**src/rtl/umem_arbiter.sv**
```systemverilog
// Unified instruction/data memory arbiter.
// Shares one single-ported memory between the fetch (IF) and load/store (DM)
// requesters. Data accesses win by default; a streak counter forces a fetch
// grant after DM_STREAK_MAX consecutive data grants while a fetch is waiting.
module umem_arbiter #(
    parameter int AW            = 32,
    parameter int DW            = 32,
    parameter int DM_STREAK_MAX = 4
) (
    input  logic          clk,
    input  logic          reset,
    input  logic          if_req,
    input  logic [AW-1:0] if_addr,
    output logic          if_ack,
    output logic [DW-1:0] if_rdata,
    input  logic          dm_req,
    input  logic          dm_we,
    input  logic [AW-1:0] dm_addr,
    input  logic [DW-1:0] dm_wdata,
    input  logic [3:0]    dm_amp,
    output logic          dm_ack,
    output logic [DW-1:0] dm_rdata,
    output logic          mem_req,
    output logic          mem_we,
    output logic [AW-1:0] mem_addr,
    output logic [DW-1:0] mem_wdata,
    output logic [3:0]    mem_be,
    input  logic          mem_ready,
    input  logic [DW-1:0] mem_rdata
);

    localparam int SW = $clog2(DM_STREAK_MAX + 1);

    localparam logic [1:0] ST_IDLE    = 2'd0;
    localparam logic [1:0] ST_BUSY_IF = 2'd1;
    localparam logic [1:0] ST_BUSY_DM = 2'd2;

    logic [1:0]    state;
    logic [SW-1:0] streak;
    logic          streak_full;
    logic          arb_open;
    logic          if_elig;
    logic          dm_elig;
    logic          grant_if;
    logic          grant_dm;

    // Arbitration decision for the IDLE state.
    // No grant is made while any ack pulse is out: the acked requester is
    // blocked from double-issuing, and holding the other one back for that
    // cycle lets the acked requester compete again with its next request,
    // which keeps the DM/IF streak pattern intact under contention.
    always_comb begin
        streak_full = (streak == SW'(DM_STREAK_MAX));
        arb_open    = !if_ack && !dm_ack;
        if_elig     = if_req && arb_open;
        dm_elig     = dm_req && arb_open;
        grant_dm    = dm_elig && !(if_elig && streak_full);
        grant_if    = if_elig && !grant_dm;
    end

    // Sequencer: grant, drive memory until mem_ready, return registered data.
    always_ff @(posedge clk) begin
        if (!reset) begin
            state     <= ST_IDLE;
            streak    <= '0;
            if_ack    <= 1'b0;
            dm_ack    <= 1'b0;
            if_rdata  <= '0;
            dm_rdata  <= '0;
            mem_req   <= 1'b0;
            mem_we    <= 1'b0;
            mem_addr  <= '0;
            mem_wdata <= '0;
            mem_be    <= '0;
        end else begin
            if_ack <= 1'b0;
            dm_ack <= 1'b0;
            case (state)
                ST_IDLE: begin
                    if (grant_dm) begin
                        state     <= ST_BUSY_DM;
                        mem_req   <= 1'b1;
                        mem_we    <= dm_we;
                        mem_addr  <= dm_addr;
                        mem_wdata <= dm_wdata;
                        mem_be    <= dm_we ? dm_amp : 4'hF;
                        if (if_elig)
                            streak <= streak_full ? streak : streak + 1'b1;
                        else
                            streak <= '0;
                    end else if (grant_if) begin
                        state    <= ST_BUSY_IF;
                        mem_req  <= 1'b1;
                        mem_we   <= 1'b0;
                        mem_addr <= if_addr;
                        mem_be   <= 4'hF;
                        streak   <= '0;
                    end
                end
                ST_BUSY_IF: begin
                    if (mem_ready) begin
                        state    <= ST_IDLE;
                        mem_req  <= 1'b0;
                        mem_we   <= 1'b0;
                        if_ack   <= 1'b1;
                        if_rdata <= mem_rdata;
                    end
                end
                ST_BUSY_DM: begin
                    if (mem_ready) begin
                        state    <= ST_IDLE;
                        mem_req  <= 1'b0;
                        mem_we   <= 1'b0;
                        dm_ack   <= 1'b1;
                        dm_rdata <= mem_rdata;
                    end
                end
                default: state <= ST_IDLE;
            endcase
        end
    end

endmodule

```
**config.mk**
```make
export PLATFORM = sky130hd
export DESIGN_NAME = umem_arbiter
export DESIGN_NICKNAME = d
export VERILOG_FILES = /design/src/rtl/umem_arbiter.sv
export SDC_FILE = /design/constraint.sdc
export NUM_CORES = 1
export LEC_CHECK = 0
export CAP_MARGIN = 30
export CORE_MARGIN = 5
export CORE_UTILIZATION = 36
export DETAILED_ROUTE_END_ITERATION = 10
export PLACE_DENSITY_LB_ADDON = 0.15
export SLEW_MARGIN = 20
export SYNTH_ARGS = -nofsm -noshare
export SYNTH_HDL_FRONTEND = slang
export SYNTH_SLANG_ARGS = --single-unit
```
**constraint.sdc**
```tcl
create_clock -name clk -period 1.6 [get_ports clk]
set_input_delay 0.32 -clock clk [delete_from_list [all_inputs] [get_ports clk]]
set_output_delay 0.32 -clock clk [all_outputs]
set_load 0.03 [all_outputs]
```
-- Word level (Yosys, flattened, before mapping)
Index checks and enable logic that the tools add are counted.
- $add $sub $neg: 1
- eq/ne operators: 6
- multiplexer cells: 21
- reduce and logical (&&, ||, !) cells: 23
- operators with widths (cell ; count):
    two-way mux 32 bit ; 2
    AND reduction 2 bit ; 7
    two-way mux 3 bit ; 4
    two-way mux 4 bit ; 3
    logical AND 1 bit ; 6
    two-way mux 1 bit ; 6
    two-way mux 2 bit ; 3
    != test 3 bit, second input constant ; 2
    AND reduction 3 bit ; 2
    zero test 1 bit ; 4
    one-hot mux 1 bit (2 select lines) ; 2
    one-hot mux 2 bit (2 select lines) ; 1
    nonzero test 2 bit ; 2
    adder 3 x 1 -> 3 bit, second input constant ; 1
    equality test 3 bit, second input constant ; 1
    equality test 2 x 1 -> 1 bit, second input constant ; 1
    equality test 2 bit, second input constant ; 1
    zero test 2 bit ; 1
    != test 2 x 1 -> 1 bit, second input constant ; 1
    OR reduction 2 bit ; 1
- register bits: 141
- input port bits: 138
- output and inout port bits: 136

-- Logic depth before layout (Yosys ltp)
- depth after elaboration: 11
- depth in mapped cells: 8
- depth with buffers taken out: 6

-- Worst setup path after synthesis
Ideal clock, no wire load.
- path kind: flip-flop to flip-flop
- start point: register state[0]
- end point: register mem_wdata[23]
- setup time: 129 ps
- arrival: 1397 ps
- slack: 75 ps
- stages on the path, launching flop included: 9
- buffers on the path: 2
- period minus slack after synthesis: 1525 ps
- cells stage by stage: dfxtp_1 inv_1 ha_1 and4bb_1 and2_4 buf_12 buf_8 nand2_1 a21oi_2
- cells in the longest elaborated chain, start to end: 2
- ends and longest elaborated chain (element ; RTL line ; source):
    start: declaration ; 38 ; logic [1:0] state;
    start signal: assignment ; 64 ; state <= ST_IDLE;
    start signal: assignment ; 81 ; state <= ST_BUSY_DM;
    start signal: assignment ; 92 ; state <= ST_BUSY_IF;
    zero test 2 bit ; 78 ; case (state)
    AND reduction 2 bit (no line) ; n/a ;
    end signal: assignment ; 85 ; mem_wdata <= dm_wdata;
    end: declaration ; 26 ; output logic [DW-1:0] mem_wdata,
Every way passes these cells.
A chain may end at the register's enable or synchronous reset.

-- Final worst setup path
- start point: register mem_wdata[3]
- end point: output port mem_wdata[3]
No word-level cell between the ends.

==> impl_metrics.tcl <==
set metrics [dict create \
    worst-path-buf-inv 1 \
    p_leak_nw 3.909 \
    first_pass_iters 5 \
    grt_pass1_wl_um 28320 \
    yosys-top-cells-area "dfxtp_1 (53%), nand2_1 (18%), a21oi_1 (8.8%)" \
    layout_common_cells "nand2_1 (263), dfxtp_1 (141), clkdlybuf4s50_1 (137)" \
    h-tree-depth 4 \
    die_h_um 132.2 \
    clock_path_buffers 2 \
    seqPwrFrac_pct 35.4 \
    post_cts_buffers 0 \
    grt_max_degree 47 \
    holdCritPathClass "flop to flop" \
    ios 274 \
    vias 5550 \
    clk_latency_ns 0.41 \
    status "complete, no violations" \
    yosysTopAreaCell "dfxtp_1" \
    syn_area_um2 5374 \
    slew_viol_final 0 \
    p_sw_share_pct 30.01 \
    final_common_cell "nand2_1" \
    syn_nets 815 \
    drive_gt1_share_pct 7.595 \
    critPathArrivalTime_ns 1.20 \
    post-place-ws_ns -0.2131 \
    synth_edf_count 0 \
    power_switching_mw 3.463 \
    syn_avg_cell_area_um2 8.009 \
    synthArstFlopShare_pct 0 \
    antenna_found_initial 0 \
    yosysWarnings 0 \
    viasPerCell 4.903 \
    critPathRequiredTime_ns 1.28 \
    synth-main-ff-cell "dfxtp_1" \
    cts_tree "built" \
    drtIter0Drc 297 \
    period_share_pct 94.82 \
    core_um2 14590 \
    dp_hpwl_um 12830 \
    rsz0062_at_grt "no" \
    gp_congestion 0.7859 \
    min_period_ns 1.517 \
    fmax_ghz 0.6591 \
    cts_hold_buf 0 \
    syn_inst 671 \
    final_nets 1080 \
    io_buffers 273 \
    cp_slowest_cell "dlygate4sd2_1" \
    worstSetupPathType "flop to output port" \
    worstMarginPinSlew_ns 0.5046 \
    die_w_um 132.2 \
    finalHoldViolCount 0 \
    cp_top_family "buffers and inverters" \
    ant_nets 0 \
    maxCapViolations 0 \
    fin_cells 1132 \
    power_frac_comb_pct 25.9 \
    diodes 0 \
    final_area_um2 8951 \
    critPathMaxFanout 2 \
    setup_viol 0 \
    cts_root_buf "clkbuf_16" \
    placed_cell_area_um2 8372 \
    clk_pin_slew_ns 0.06 \
    grt_use_total_pct 19.70 \
    numCtsBuffers 17 \
    drc_errors 0 \
    wirelength_um 17790 \
    synth_cell_types 35 \
    yosysSeqAreaShare_pct 52.53 \
    overflow 0 \
    wire_per_inst_um 15.71 \
    end_kind "output port" \
    clkPwrFrac_pct 38.7 \
    worstPathCellList "dlygate4sd2_1" \
    area_delta_synth_final_pct 66.57 \
    powerDensity_nw_per_um2 1289 \
    vdd_drop_max_v 0.0006943 \
    initial_utilization_pct 36.84 \
    rows 44 \
    layout_setup_ws_ns 0.08280 \
    crit_path_max_incr_delay_ns 0.44 \
    synth_top_area_share_pct 52.53 \
    clock-sinks 141 \
    startpoint_type "flop" \
    die_area_um2 17470 \
    internal_power_mw 8.075 \
    fillers 1318 \
    grt_pass1_vias 5532 \
    dp.cells 1099 \
    fin_skew_ns 0.005347 \
    ys_ff_latch 141 \
    slew_headroom_pct 66.01 \
]
==> synthesized netlist by cell type (2+ instances only) <==
cell and count:
ha_1 6, buf_12 2, a31oi_1 36, nor2_1 2, and2_1 2, nand3_1 2
buf_4 6, clkbuf_1 21, nand4_1 2, o32ai_1 4, o21ai_0 37, buf_6 3
buf_2 16, o22ai_1 3, nand2_1 263, a21oi_1 94, dfxtp_1 141, inv_1 9
nand2b_1 2, a21oi_2 4, buf_8 2
==> cell type report <==
class	count	area (um2)	area share, %
Inverter	9	35.03	0.3914
Multi-Input combinational cell	469	2211	24.70
Tap cell	184	230.2	2.572
Clock inverter	13	239.0	2.670
Sequential cell	141	2823	31.53
Timing Repair Buffer	298	2974	33.23
Clock buffer	18	439.2	4.906
==> stage by stage <==
stage / hold WS [ns] / util [%] / setup TNS, ns / power (mW)
2_1_floorplan: 0.4209 / - / 0 / 5.897
3_3_place_gp: 0.4405 / 57.38 / -5.366 / 7.302
3_5_place_dp: 0.4468 / 57.38 / -9.552 / 7.361
4_1_cts: 0.4399 / 60.89 / 0 / 11.59
5_1_grt: 0.4410 / 61.36 / 0 / 12.10
6_report: 0.4507 / 61.36 / 0 / 11.54
==> per-layer routing <==
| layer | track usage, % | vias up | wire (um) |
|---|---|---|---|
| met1 | 22.44 | 2539 | 7149 |
| met3 | 7.863 | 30 | 1622 |
| met5 | 0 | - | 0 |
| met2 | 33.16 | 225 | 8585 |
| li1 | - | 2756 | - |
| met4 | 7.579 | 0 | 430 |
==> final timing paths <==
kind                                           startpoint                        end  slack (ns)  depth (start not counted)
worst min-delay path            if_rdata[30]$_SDFFE_PN0P_  if_rdata[30]$_SDFFE_PN0P_        0.45                          2
worst min register to register  if_rdata[30]$_SDFFE_PN0P_  if_rdata[30]$_SDFFE_PN0P_        0.45                          2
worst max register to register     streak[0]$_SDFFE_PN0P_   mem_addr[3]$_SDFFE_PN0P_        0.10                          7
worst max-delay path            mem_wdata[3]$_SDFFE_PN0P_               mem_wdata[3]        0.08                          1
==> sequential cells by signal, indices dropped and copies added (netlist names), 2 cells and up <==
register   count
dm_rdata      32
if_rdata      32
mem_addr      32
mem_wdata     32
mem_be         4
streak         3
state          2
==> kinds of logic (layout without fill, tap and decap cells) <==
kind of cell             Yosys count  in the layout  synth area share [%]
flip-flops                       141            141                 52.53
adder cells (fa/ha/maj)            6              6                 1.397
AND/OR/NAND/NOR                  281            281                 20.70
AO/OA/AOI/OAI                    182            182                 18.72
buffers and inverters             61            338                 6.659
==> power by group through the flow <==
stage	combinational, mW	clock, mW	sequential [mW]
after floorplan	1.01	0	4.88
after global placement	3.15	0	4.15
after detailed placement	3.19	0	4.17
after CTS	2.95	4.56	4.09
after global routing	3.23	4.74	4.13
final	2.99	4.47	4.08
==> timing repair <==
item                                    CTS  global route
endpoints found under the hold margin     0             0
gates resized for setup                 137             5
pin swaps                                 0             0
endpoints found under the setup margin  135            58
gates cloned                              0             2
No activity file was read; power rests on OpenSTA's default activity.
